<file path="src/rtl/rv32i_pkg.sv">
// Shared RV32I definitions for the load/store unit: funct3 encodings, exception codes
// and the bus-master FSM states.
package rv32i_pkg;

    localparam logic [2:0] F3_LB  = 3'b000;
    localparam logic [2:0] F3_LH  = 3'b001;
    localparam logic [2:0] F3_LW  = 3'b010;
    localparam logic [2:0] F3_LBU = 3'b100;
    localparam logic [2:0] F3_LHU = 3'b101;

    // funct3[1:0] encodes access size for both loads and stores.
    localparam logic [1:0] SIZE_BYTE = 2'b00;
    localparam logic [1:0] SIZE_HALF = 2'b01;

    typedef enum logic [1:0] {
        ExcNone          = 2'd0,
        ExcLoadMisalign  = 2'd1,
        ExcStoreMisalign = 2'd2,
        ExcBusTimeout    = 2'd3
    } lsu_exc_e;

    typedef enum logic [1:0] {
        StIdle,
        StReq,
        StWait,
        StDone
    } lsu_state_e;

    function automatic logic is_misaligned(input logic [1:0] size, input logic [1:0] offset);
        logic mis;
        case (size)
            SIZE_BYTE: mis = 1'b0;
            SIZE_HALF: mis = offset[0];
            default:   mis = |offset;
        endcase
        return mis;
    endfunction

endpackage

</file>
<file path="src/rtl/lsu_wb_master_if.sv">
// Wishbone pipelined data-port bundle between the LSU (master) and main memory (slave).
interface lsu_wb_master_if;

    logic        cyc;
    logic        stb;
    logic        wr_en;
    logic [31:0] addr;
    logic [31:0] wr_data;
    logic [3:0]  wr_sel;
    logic        ack;
    logic        stall;
    logic [31:0] rd_data;

    modport master (
        output cyc, stb, wr_en, addr, wr_data, wr_sel,
        input  ack, stall, rd_data
    );

    modport slave (
        input  cyc, stb, wr_en, addr, wr_data, wr_sel,
        output ack, stall, rd_data
    );

endinterface

</file>
<file path="src/rtl/lsu_align.sv">
// Combinational lane logic: store byte-enable/replication and load extract/extend.
module lsu_align
    import rv32i_pkg::*;
(
    input  logic [2:0]  funct3,
    input  logic [1:0]  offset,
    input  logic        is_store,
    input  logic [31:0] st_data,
    input  logic [31:0] ld_raw,
    output logic [3:0]  wr_sel,
    output logic [31:0] wr_data,
    output logic [31:0] ld_data
);

    logic [31:0] shifted;

    always_comb begin
        wr_sel  = 4'b1111;
        wr_data = 32'd0;
        if (is_store) begin
            case (funct3[1:0])
                SIZE_BYTE: begin
                    wr_sel  = 4'b0001 << offset;
                    wr_data = {4{st_data[7:0]}};
                end
                SIZE_HALF: begin
                    wr_sel  = offset[1] ? 4'b1100 : 4'b0011;
                    wr_data = {2{st_data[15:0]}};
                end
                default: wr_data = st_data;
            endcase
        end
    end

    // Bring the addressed byte/half down to bit 0; words are aligned so the shift is zero.
    assign shifted = ld_raw >> {offset, 3'b000};

    always_comb begin
        case (funct3)
            F3_LB:   ld_data = {{24{shifted[7]}}, shifted[7:0]};
            F3_LH:   ld_data = {{16{shifted[15]}}, shifted[15:0]};
            F3_LBU:  ld_data = {24'd0, shifted[7:0]};
            F3_LHU:  ld_data = {16'd0, shifted[15:0]};
            F3_LW:   ld_data = shifted;
            default: ld_data = shifted;
        endcase
    end

endmodule

</file>
<file path="src/rtl/lsu_wb_master.sv">
// Memory-access stage: turns loads/stores into single Wishbone pipelined cycles, stalls
// upstream until completion and passes non-memory results straight through.
module lsu_wb_master
    import rv32i_pkg::*;
#(
    parameter int unsigned WB_TIMEOUT = 16
) (
    input  logic            clk,
    input  logic            rst_n,
    input  logic            clk_en,
    input  logic            execute_is_load,
    input  logic            execute_is_store,
    input  logic [2:0]      execute_funct3,
    input  logic [31:0]     execute_result,
    input  logic [31:0]     execute_rs2_data,
    input  logic [4:0]      execute_rd,
    input  logic            execute_rd_wr_en,
    input  logic            flush,
    lsu_wb_master_if.master wb,
    output logic [4:0]      memory_rd,
    output logic            memory_rd_wr_en,
    output logic [31:0]     memory_rd_wr_data,
    output logic [1:0]      memory_exception,
    output logic            next_clk_en,
    output logic            next_stall
);

    localparam int unsigned CntW = $clog2(WB_TIMEOUT + 1);

    lsu_state_e      state_q, state_d;
    logic [CntW-1:0] cnt_q, cnt_d;
    logic            kill_q, kill_d;
    logic [31:0]     addr_q;
    logic [2:0]      funct3_q;
    logic            store_q;
    logic [31:0]     data_q;
    logic [4:0]      rd_q;
    logic            rd_wr_en_q;

    logic        is_mem;
    logic        misaligned;
    logic        accept;
    logic        finish;
    logic        timeout;
    logic        bus_active;
    logic [3:0]  sel;
    logic [31:0] wr_data;
    logic [31:0] ld_data;

    assign is_mem     = execute_is_load | execute_is_store;
    assign misaligned = is_misaligned(execute_funct3[1:0], execute_result[1:0]);
    assign bus_active = (state_q == StReq) || (state_q == StWait);

    lsu_align u_align (
        .funct3   (funct3_q),
        .offset   (addr_q[1:0]),
        .is_store (store_q),
        .st_data  (data_q),
        .ld_raw   (wb.rd_data),
        .wr_sel   (sel),
        .wr_data  (wr_data),
        .ld_data  (ld_data)
    );

    // Bus outputs come only from registers captured at accept, so they hold through stalls.
    assign wb.cyc     = bus_active;
    assign wb.stb     = (state_q == StReq);
    assign wb.wr_en   = bus_active & store_q;
    assign wb.addr    = bus_active ? {addr_q[31:2], 2'b00} : 32'd0;
    assign wb.wr_sel  = bus_active ? sel : 4'd0;
    assign wb.wr_data = bus_active ? wr_data : 32'd0;

    always_comb begin
        state_d    = state_q;
        cnt_d      = cnt_q;
        kill_d     = kill_q;
        accept     = 1'b0;
        finish     = 1'b0;
        timeout    = 1'b0;
        next_stall = 1'b0;
        unique case (state_q)
            StIdle: begin
                cnt_d  = '0;
                kill_d = 1'b0;
                if (clk_en && is_mem && !misaligned && !flush) begin
                    accept     = 1'b1;
                    next_stall = 1'b1;
                    state_d    = StReq;
                end
            end
            StReq: begin
                next_stall = 1'b1;
                kill_d     = kill_q | flush;
                if (!wb.stall) begin
                    if (wb.ack) begin
                        finish  = 1'b1;
                        state_d = StDone;
                    end else begin
                        state_d = StWait;
                    end
                end
            end
            StWait: begin
                next_stall = 1'b1;
                kill_d     = kill_q | flush;
                cnt_d      = cnt_q + CntW'(1);
                if (wb.ack) begin
                    finish  = 1'b1;
                    state_d = StDone;
                end else if (cnt_d == CntW'(WB_TIMEOUT)) begin
                    finish  = 1'b1;
                    timeout = 1'b1;
                    state_d = StDone;
                end
            end
            StDone:  state_d = StIdle;
            default: state_d = StIdle;
        endcase
    end

    always_ff @(posedge clk or negedge rst_n) begin
        if (!rst_n) begin
            state_q           <= StIdle;
            cnt_q             <= '0;
            kill_q            <= 1'b0;
            addr_q            <= 32'd0;
            funct3_q          <= 3'd0;
            store_q           <= 1'b0;
            data_q            <= 32'd0;
            rd_q              <= 5'd0;
            rd_wr_en_q        <= 1'b0;
            memory_rd         <= 5'd0;
            memory_rd_wr_en   <= 1'b0;
            memory_rd_wr_data <= 32'd0;
            memory_exception  <= ExcNone;
            next_clk_en       <= 1'b0;
        end else begin
            state_q     <= state_d;
            cnt_q       <= cnt_d;
            kill_q      <= kill_d;
            next_clk_en <= 1'b0;
            if (accept) begin
                addr_q     <= execute_result;
                funct3_q   <= execute_funct3;
                store_q    <= ~execute_is_load;
                data_q     <= execute_rs2_data;
                rd_q       <= execute_rd;
                rd_wr_en_q <= execute_rd_wr_en;
            end
            // Single-cycle results: non-memory pass-through or misaligned access trap.
            if (state_q == StIdle && clk_en && !flush && !accept) begin
                next_clk_en <= 1'b1;
                memory_rd   <= execute_rd;
                if (is_mem) begin
                    memory_rd_wr_en   <= 1'b0;
                    memory_rd_wr_data <= 32'd0;
                    memory_exception  <= execute_is_load ? ExcLoadMisalign : ExcStoreMisalign;
                end else begin
                    memory_rd_wr_en   <= execute_rd_wr_en;
                    memory_rd_wr_data <= execute_result;
                    memory_exception  <= ExcNone;
                end
            end
            if (finish && !kill_d) begin
                next_clk_en       <= 1'b1;
                memory_rd         <= rd_q;
                memory_rd_wr_en   <= rd_wr_en_q & ~store_q & ~timeout;
                memory_rd_wr_data <= (store_q || timeout) ? 32'd0 : ld_data;
                memory_exception  <= timeout ? ExcBusTimeout : ExcNone;
            end
        end
    end

endmodule

</file>
<file path="src/flat_wrapper.sv">
// flat-port wrapper written by rule: the top's interface ports become plain ports
module lsu_wb_master_flat import rv32i_pkg::*;
#(
    parameter int unsigned WB_TIMEOUT = 16
)
  (clk, rst_n, clk_en, execute_is_load, execute_is_store, execute_funct3, execute_result, execute_rs2_data, execute_rd, execute_rd_wr_en, flush, memory_rd, memory_rd_wr_en, memory_rd_wr_data, memory_exception, next_clk_en, next_stall, wb_cyc, wb_stb, wb_wr_en, wb_addr, wb_wr_data, wb_wr_sel, wb_ack, wb_stall, wb_rd_data);
  lsu_wb_master_if wb_i ();
  input  logic clk;
  input  logic rst_n;
  input  logic clk_en;
  input  logic execute_is_load;
  input  logic execute_is_store;
  input  logic [2:0] execute_funct3;
  input  logic [31:0] execute_result;
  input  logic [31:0] execute_rs2_data;
  input  logic [4:0] execute_rd;
  input  logic execute_rd_wr_en;
  input  logic flush;
  output logic [4:0] memory_rd;
  output logic memory_rd_wr_en;
  output logic [31:0] memory_rd_wr_data;
  output logic [1:0] memory_exception;
  output logic next_clk_en;
  output logic next_stall;
  output wire logic [$bits(wb_i.cyc)-1:0] wb_cyc;
  output wire logic [$bits(wb_i.stb)-1:0] wb_stb;
  output wire logic [$bits(wb_i.wr_en)-1:0] wb_wr_en;
  output wire logic [$bits(wb_i.addr)-1:0] wb_addr;
  output wire logic [$bits(wb_i.wr_data)-1:0] wb_wr_data;
  output wire logic [$bits(wb_i.wr_sel)-1:0] wb_wr_sel;
  input wire logic [$bits(wb_i.ack)-1:0] wb_ack;
  input wire logic [$bits(wb_i.stall)-1:0] wb_stall;
  input wire logic [$bits(wb_i.rd_data)-1:0] wb_rd_data;
  assign wb_cyc = wb_i.cyc;
  assign wb_stb = wb_i.stb;
  assign wb_wr_en = wb_i.wr_en;
  assign wb_addr = wb_i.addr;
  assign wb_wr_data = wb_i.wr_data;
  assign wb_wr_sel = wb_i.wr_sel;
  assign wb_i.ack = wb_ack;
  assign wb_i.stall = wb_stall;
  assign wb_i.rd_data = wb_rd_data;
  lsu_wb_master #(.WB_TIMEOUT(WB_TIMEOUT)) u_core (.clk(clk), .rst_n(rst_n), .clk_en(clk_en), .execute_is_load(execute_is_load), .execute_is_store(execute_is_store), .execute_funct3(execute_funct3), .execute_result(execute_result), .execute_rs2_data(execute_rs2_data), .execute_rd(execute_rd), .execute_rd_wr_en(execute_rd_wr_en), .flush(flush), .wb(wb_i), .memory_rd(memory_rd), .memory_rd_wr_en(memory_rd_wr_en), .memory_rd_wr_data(memory_rd_wr_data), .memory_exception(memory_exception), .next_clk_en(next_clk_en), .next_stall(next_stall));
endmodule
</file>
<file path="config.mk">
export PLATFORM = sky130hd
export DESIGN_NAME = lsu_wb_master_flat
export DESIGN_NICKNAME = d
export VERILOG_FILES = /design/src/rtl/rv32i_pkg.sv /design/src/rtl/lsu_wb_master_if.sv /design/src/rtl/lsu_align.sv /design/src/rtl/lsu_wb_master.sv /design/src/flat_wrapper.sv
export SDC_FILE = /design/constraint.sdc
export NUM_CORES = 1
export LEC_CHECK = 0
export BUFFER_PORTS_ARGS = -buffer_cell sky130_fd_sc_hd__buf_2
export CAP_MARGIN = 25
export CORE_UTILIZATION = 45
export DETAILED_ROUTE_END_ITERATION = 10
export HOLD_SLACK_MARGIN = 0.15
export PLACE_DENSITY = 0.7
export SYNTH_ARGS = -nofsm -noshare
export SYNTH_HDL_FRONTEND = slang
export SYNTH_SLANG_ARGS = --single-unit
</file>
<file path="constraint.sdc">
create_clock -name clk -period 2.7 [get_ports clk]
set_input_delay 0.27 -clock clk [delete_from_list [all_inputs] [get_ports clk]]
set_output_delay 0.27 -clock clk [all_outputs]
set_load 0.05 [all_outputs]
</file>
==> impl_metrics.py, run 1 <==
metrics = {
    "die": {
        "die_w_um": 122,
        "die_h_um": 122,
        "rows": 43,
        "initial_core_util_pct": 46.4,
        "num_io_pins": 226,
        "core_area_um2": 13900,
        "fp.dieArea_um2": 14800,
    },
    "drt": {
        "dr.pass1.iters": 5,
        "drt-vias-per-instance": 5.52,
        "final_antenna_net_count": 0,
        "drcViolationCount": 0,
        "routedWlPerCell_um": 18.3,
        "drt_iter0_markers": 518,
        "drt_wl_total_mm": 20.3,
        "vias": 6120,
    },
    "clocking": {
        "cts_buffers": 17,
        "cts_tree": "yes",
        "cts_htree_levels": 4,
        "cts_setup_buffers": 0,
        "clock_latency_ns": 0.42,
        "root_buffer": "clkbuf_16",
        "clock_path_buffers": 2,
        "cts_sinks": 123,
        "cts.clk_slew.worst_paths_ns": 0.06,
    },
    "pwr": {
        "p_seq_share_pct": 26.5,
        "power_density_nw_per_um2": 1380,
        "comb_power_share_pct": 56.9,
        "netSwitchingFraction_pct": 51.0,
        "vdd_drop_max_uv": 826,
        "leakagePower_nw": 4.70,
        "switching_power_mw": 6.47,
        "intPower_mw": 6.22,
        "pwr-share-clk_pct": 16.6,
    },
    "worst_setup_path": {
        "cp_data_required_time_ns": 2.43,
        "critPathArrivalTime_ns": 2.30,
        "end_kind": "output pin",
        "worst_setup_path_start_kind": "register",
        "critical_path_class": "reg2out",
        "crit_path_max_fanout": 42,
    },
    "logic_synthesis": {
        "synthArstFlopShare_pct": 100,
        "yosysMostFrequentCell": "dfrtp_1",
        "syn-cell-area_um2": 6460,
        "synthFlopType": "dfrtp_1",
        "ys_seq_area_share_pct": 47.7,
        "netlist_instances": 615,
        "yosys-top-cells-area": "dfrtp_1 (48%), mux2_2 (14%), mux2i_1 (6.0%)",
        "ys_warn_count": 0,
        "synth.avg_cell_area_um2": 10.5,
        "ys_ff_latch": 123,
        "synth_edf_count": 0,
        "synth_top_area_share_pct": 47.7,
        "synth_commonest_cells": "dfrtp_1 (123), mux2_2 (81), a21oi_1 (48), nand2_1 (44), nor2_1 (44)",
        "synthDistinctLibCells": 47,
        "synth_top_area_cell": "dfrtp_1",
    },
    "timing": {
        "hold_violations": 0,
        "max_freq_mhz": 389,
        "fin_crit_ns": 2.57,
        "max_slew_margin_pct": 38.3,
        "finalSetupViolCount": 0,
        "setup_tns_ns": 0,
        "worstMarginPinSlew_ns": 0.922,
        "slew_viol_final": 0,
        "finalClockSkew_ns": 0.00991,
        "fin_crit_sh_pct": 95.1,
    },
    "placement": {
        "io_buffers": 223,
        "dpl.hpwl_mm": 14.3,
        "dp.cells": 995,
        "gp_congestion": 0.919,
    },
    "worst_hold_path": {
        "hold_class": "in2reg",
    },
    "grt": {
        "met2_usage_pct": 49.5,
        "track_usage_pct": 28.0,
        "grt_pass1_vias": 6162,
        "grt_max_degree": 50,
        "met3_usage_pct": 7.12,
        "grt_pass1_wl_mm": 31.3,
        "antenna_found_initial": 0,
        "grt_overflow": 0,
        "busiest_layer": "met2",
        "met1_usage_pct": 31.9,
    },
    "layout": {
        "stdcell_count": 1108,
        "layout-drive-gt1-share_pct": 39.4,
        "syn2layout_area_growth_pct": 42.7,
        "finalNetCount": 1035,
        "n_antenna_cell": 0,
    },
    "run_status": {
        "status": "finished, final reports clean",
    },
    "run": {
        "maxCapViolCount": 0,
    },
}
## per-stage QoR
stage               hold WS [ns]  utilization [%]  worst slack (ns)  power (mW)  area (um^2)
floorplan                -0.0256                -            0.0308        8.68         6460
global placement           0.335             56.2             0.510        10.3         7830
detailed placement         0.342             56.2             0.444        10.4         7830
CTS                        0.153             66.1            0.0753        12.7         9210
global route               0.177             66.1          -0.00150        13.4         9220
finish                     0.172             66.1             0.131        12.7         9220
## critical path, cell delays in order (launching register included)
cell	delay, ns
dfrtp_1	0.39
inv_1	0.09
ha_1	0.34
buf_8	0.24
nand2_1	0.08
buf_4	0.23
a21oi_1	0.19
buf_2	0.30
## layout by cell type (no fill, tap or decap), types with 3 or more instances in the layout
cell type / instances
clkbuf_1: 3
a21oi_1: 48
o22ai_1: 17
o21ai_0: 27
o2bb2ai_1: 3
nand2b_1: 4
dlygate4sd3_1: 83
nand3_1: 3
buf_2: 221
mux2_2: 81
nor2_1: 44
and3_1: 25
and2_1: 30
nor2b_1: 3
o221ai_1: 8
buf_4: 21
clkbuf_8: 3
inv_1: 7
clkbuf_16: 17
nand3b_1: 3
dfrtp_1: 123
ha_1: 5
a22oi_1: 16
a211o_1: 8
nand2_1: 43
clkinvlp_4: 3
clkinv_2: 3
mux2i_1: 39
## power by group through the flow
stage	registers [mW]	logic (mW)	clock network, mW
6_report	3.36	7.23	2.11
5_1_grt	3.45	7.66	2.24
4_1_cts	3.34	7.20	2.15
3_5_place_dp	3.36	7.06	0
3_3_place_gp	3.31	6.94	0
2_1_floorplan	3.99	4.69	0
## path summary, 6_finish.rpt
path,start,end,slack (ns),cells after the start
worst max-delay path,u_core.state_q[0]$_DFFE_PN0P_,wb_wr_data[11],0.13,7
worst min-delay path,execute_is_store,u_core.memory_exception[1]$_DFFE_PN0P_,0.17,3
worst max register to register,u_core.state_q[1]$_DFFE_PN0P_,u_core.memory_exception[1]$_DFFE_PN0P_,0.39,8
worst min register to register,u_core.rd_q[1]$_DFFE_PN0P_,u_core.memory_rd[1]$_DFFE_PN0P_,0.48,2
max in group asynchronous,rst_n,u_core.data_q[10]$_DFFE_PN0P_,1.57,3
min in group asynchronous,rst_n,u_core.addr_q[12]$_DFFE_PN0P_,0.43,2
## cell type report
class | instances | area, um^2
Multi-Input combinational cell | 438 | 3180
Timing Repair Buffer | 329 | 2160
Inverter | 8 | 30.0
Sequential cell | 123 | 3080
Clock buffer | 23 | 478
Tap cell | 180 | 225
Fill cell | 1092 | 4720
Clock inverter | 7 | 67.6
## cells by family after synthesis
kind of cell             Yosys count  share of synthesized area, %
AND/OR/NAND/NOR                  167                          12.9
buffers and inverters             55                          3.55
adder cells (fa/ha/maj)            5                         0.969
flip-flops                       123                          47.7
multiplexers                     120                          20.2
other                              1                        0.0581
AO/OA/AOI/OAI                    142                          14.4
XOR/XNOR                           2                         0.271
## flip-flops by register name (all words and copies together) (netlist names), 2 cells and up
| name | cells |
|---|---|
| u_core.addr_q | 32 |
| u_core.cnt_q | 5 |
| u_core.data_q | 32 |
| u_core.funct3_q | 3 |
| u_core.memory_exception | 2 |
| u_core.memory_rd | 5 |
| u_core.memory_rd_wr_data | 32 |
| u_core.rd_q | 5 |
| u_core.state_q | 2 |
## timing repair
| action | CTS | global route |
|---|---|---|
| pin swaps | 0 | 0 |
| hold endpoints to repair | 127 | 0 |
| gates resized for setup | 1 | 2 |
| hold buffers | 83 | 0 |
| setup endpoints to repair | 1 | 4 |
## per-layer routing
layer | routed length, um | up-vias
met2 | 10400 | 287
met5 | 0 | -
li1 | - | 2808
met3 | 1400 | 42
met4 | 549 | 0
met1 | 7950 | 2983
Power figures use the tool's default switching activity.
==> run 2, diff against run 1 <==
--- a/config.mk
+++ b/config.mk
@@ -5,12 +5,13 @@
 export SDC_FILE = /design/constraint.sdc
 export NUM_CORES = 1
 export LEC_CHECK = 0
+export ABC_AREA = 1
 export BUFFER_PORTS_ARGS = -buffer_cell sky130_fd_sc_hd__buf_2
 export CAP_MARGIN = 25
 export CORE_UTILIZATION = 45
 export DETAILED_ROUTE_END_ITERATION = 10
 export HOLD_SLACK_MARGIN = 0.15
-export PLACE_DENSITY = 0.7
+export PLACE_DENSITY = 0.69
 export SYNTH_ARGS = -nofsm -noshare
 export SYNTH_HDL_FRONTEND = slang
 export SYNTH_SLANG_ARGS = --single-unit
==> impl_metrics.py, run 2 <==
metrics = {
    "layout": {
        "layout-drive-gt1-share_pct": 29.7,
        "utilization_pct": 62.0,
        "reg.largest.list": "u_core.addr_q: 32 flops, u_core.data_q: 32 flops, u_core.memory_rd_wr_data: 32 flops",
        "n_antenna_cell": 0,
        "layout_common_cells": "nand2_1 (224), buf_2 (222), nand3_1 (138), dfrtp_1 (123), nor2_1 (79)",
        "stdcell_area_um2": 9430,
        "regArea_um2": 3080,
        "stdcell_count": 1378,
        "fillerInstances": 1362,
        "finalNetCount": 1296,
        "multiInputGateArea_um2": 3420,
        "syn2layout_area_growth_pct": 34.2,
        "final_common_cell": "nand2_1",
    },
    "logic_synthesis": {
        "syn-cell-area_um2": 7020,
        "ys_ff_latch": 123,
        "synth_compound_area_share_pct": 9.39,
        "netlist_instances": 924,
        "synth_edf_count": 0,
        "yosysMostFrequentCell": "nand2_1",
        "synth_top_area_share_pct": 43.8,
        "synth_commonest_cells": "nand2_1 (224), nand3_1 (139), dfrtp_1 (123), nor2_1 (88)",
        "yosys-top-cells-area": "dfrtp_1 (44%), nand2_1 (12%), nand3_1 (9.9%)",
        "synth_top_area_cell": "dfrtp_1",
        "synthArstFlopShare_pct": 100,
        "yosys.area_share.simple_pct": 30.6,
        "synth.area.mux_share_pct": 6.41,
        "synthAdderAreaFrac_pct": 0.891,
        "synthDistinctLibCells": 38,
        "ys_seq_area_share_pct": 43.8,
        "synth_xor_area_share_pct": 0,
        "ys_warn_count": 0,
        "synth.avg_cell_area_um2": 7.60,
        "synth_top_family_by_area": "simple AND/OR/NAND/NOR gates",
        "synthFlopType": "dfrtp_1",
    },
    "run_status": {
        "status": "finished, final reports clean",
    },
    "worst_setup_path": {
        "cp_data_required_time_ns": 2.43,
        "critical_path.startpoint": "u_core.state_q[0]$_DFFE_PN0P_",
        "crit_path_max_fanout": 13,
        "critPathArrivalTime_ns": 2.29,
        "worst_setup_path_start_kind": "register",
        "r2r_start": "u_core.state_q[0]$_DFFE_PN0P_",
        "critical_path_class": "reg2out",
        "end_kind": "output pin",
    },
    "timing": {
        "finalSetupViolCount": 0,
        "finalClockSkew_ns": 0.0111,
        "max_freq_mhz": 391,
        "fin_crit_sh_pct": 94.8,
        "slew_viol_final": 0,
        "setup_tns_ns": 0,
        "hold_violations": 0,
        "max_slew_margin_pct": 54.7,
        "final.setup.worst_slack_ns": 0.140,
        "worstMarginPinSlew_ns": 0.679,
        "whs_ns": 0.159,
        "fin_crit_ns": 2.56,
    },
    "die": {
        "core_area_um2": 15200,
        "num_io_pins": 226,
        "rows": 45,
        "die_w_um": 127,
        "fp.dieArea_um2": 16100,
        "initial_core_util_pct": 46.2,
        "die_h_um": 127,
    },
    "grt": {
        "grt_overflow": 0,
        "grt_pass1_wl_mm": 36.2,
        "antenna_found_initial": 0,
        "grt_pass1_vias": 6892,
        "grt_max_degree": 82,
        "track_usage_pct": 29.4,
    },
    "drt": {
        "drt_wl_total_mm": 22.7,
        "drcViolationCount": 0,
        "drt-vias-per-instance": 5.30,
        "final_antenna_net_count": 0,
        "drt_iter0_markers": 574,
        "vias": 7299,
        "routedWlPerCell_um": 16.5,
        "dr.pass1.iters": 7,
    },
    "placement": {
        "io_buffers": 223,
        "gp_congestion": 0.897,
        "placed_area_um2": 8350,
        "dp.cells": 1293,
        "dpl.hpwl_mm": 16.2,
        "place_ws_ns": 0.421,
    },
    "clocking": {
        "root_buffer": "clkbuf_16",
        "cts_setup_buffers": 0,
        "cts_sinks": 123,
        "cts_buffers": 17,
        "cts_htree_levels": 4,
        "cts.clk_slew.worst_paths_ns": 0.05,
        "clock_latency_ns": 0.42,
        "cts_tree": "yes",
        "clock_path_buffers": 2,
    },
    "pwr": {
        "power_mw": 12.8,
        "leakagePower_nw": 5.19,
        "power_density_nw_per_um2": 1360,
        "vdd_drop_max_uv": 994,
    },
    "worst_hold_path": {
        "hold_class": "in2reg",
        "hp-start": "execute_result[25]",
    },
    "run": {
        "maxCapViolCount": 0,
    },
}
[run 2: cell count changes after synthesis, moves of 44 or more]
cell and delta:
mux2_2 -45, nand2_1 +180, o21ai_0 +49, inv_1 +70, nand3_1 +136, nor2_1 +44
[run 2: what timing repair did]
item | 4_1_cts | 5_1_grt
endpoints found under the setup margin | 1 | 2
endpoints found under the hold margin | 99 | 0
resized for setup | 2 | 1
hold buffers | 54 | 0
[run 2: cell families after synthesis]
group,after synthesis
buf+inv,145
compound gates,122
other cells,1
mux,40
simple gates,488
fa+ha+maj,5
flops,123
[run 2: per-layer routing]
layer,vias to the layer above,part of all wire (%),track usage (%)
met5,-,0,0
met4,0,2.3,11.6
met3,42,8.6,7.72
met2,359,45,44.7
met1,3379,44,40.0
li1,3519,-,-
[run 2: critical path, cell delays in order, from the launching register on]
cell and delay [ns]:
dfrtp_1 0.43, inv_1 0.10, ha_1 0.33, nand2_1 0.12
buf_4 0.21, o21ai_0 0.20, o221a_2 0.23, buf_2 0.26
[run 2: final timing paths]
check / cells after the start / slack [ns] / endpoint
setup reg to reg: 9 / 0.61 / u_core.memory_rd_wr_data[28]$_DFFE_PN0P_
hold / removal: 3 / 0.16 / u_core.addr_q[25]$_DFFE_PN0P_
hold reg to reg: 2 / 0.48 / u_core.addr_q[30]$_DFFE_PN0P_
min in group asynchronous: 2 / 0.43 / u_core.memory_rd[2]$_DFFE_PN0P_
setup / recovery: 7 / 0.14 / wb_wr_data[30]
max in group asynchronous: 3 / 1.47 / u_core.addr_q[1]$_DFFE_PN0P_
[run 2: report_power, final]
group	leakage [nW]	switching, mW	internal, mW
Sequential	1.54	0.499	2.64
Combinational	3.39	5.65	1.95
Clock	0.259	0.801	1.26
[run 2: cell type report]
cell class	instances	share of cell area [%]
Multi-Input combinational cell	657	36.3
Inverter	83	3.38
Clock buffer	25	5.26
Clock inverter	6	0.411
Timing Repair Buffer	296	19.5
Sequential cell	123	32.7
Tap cell	188	2.50
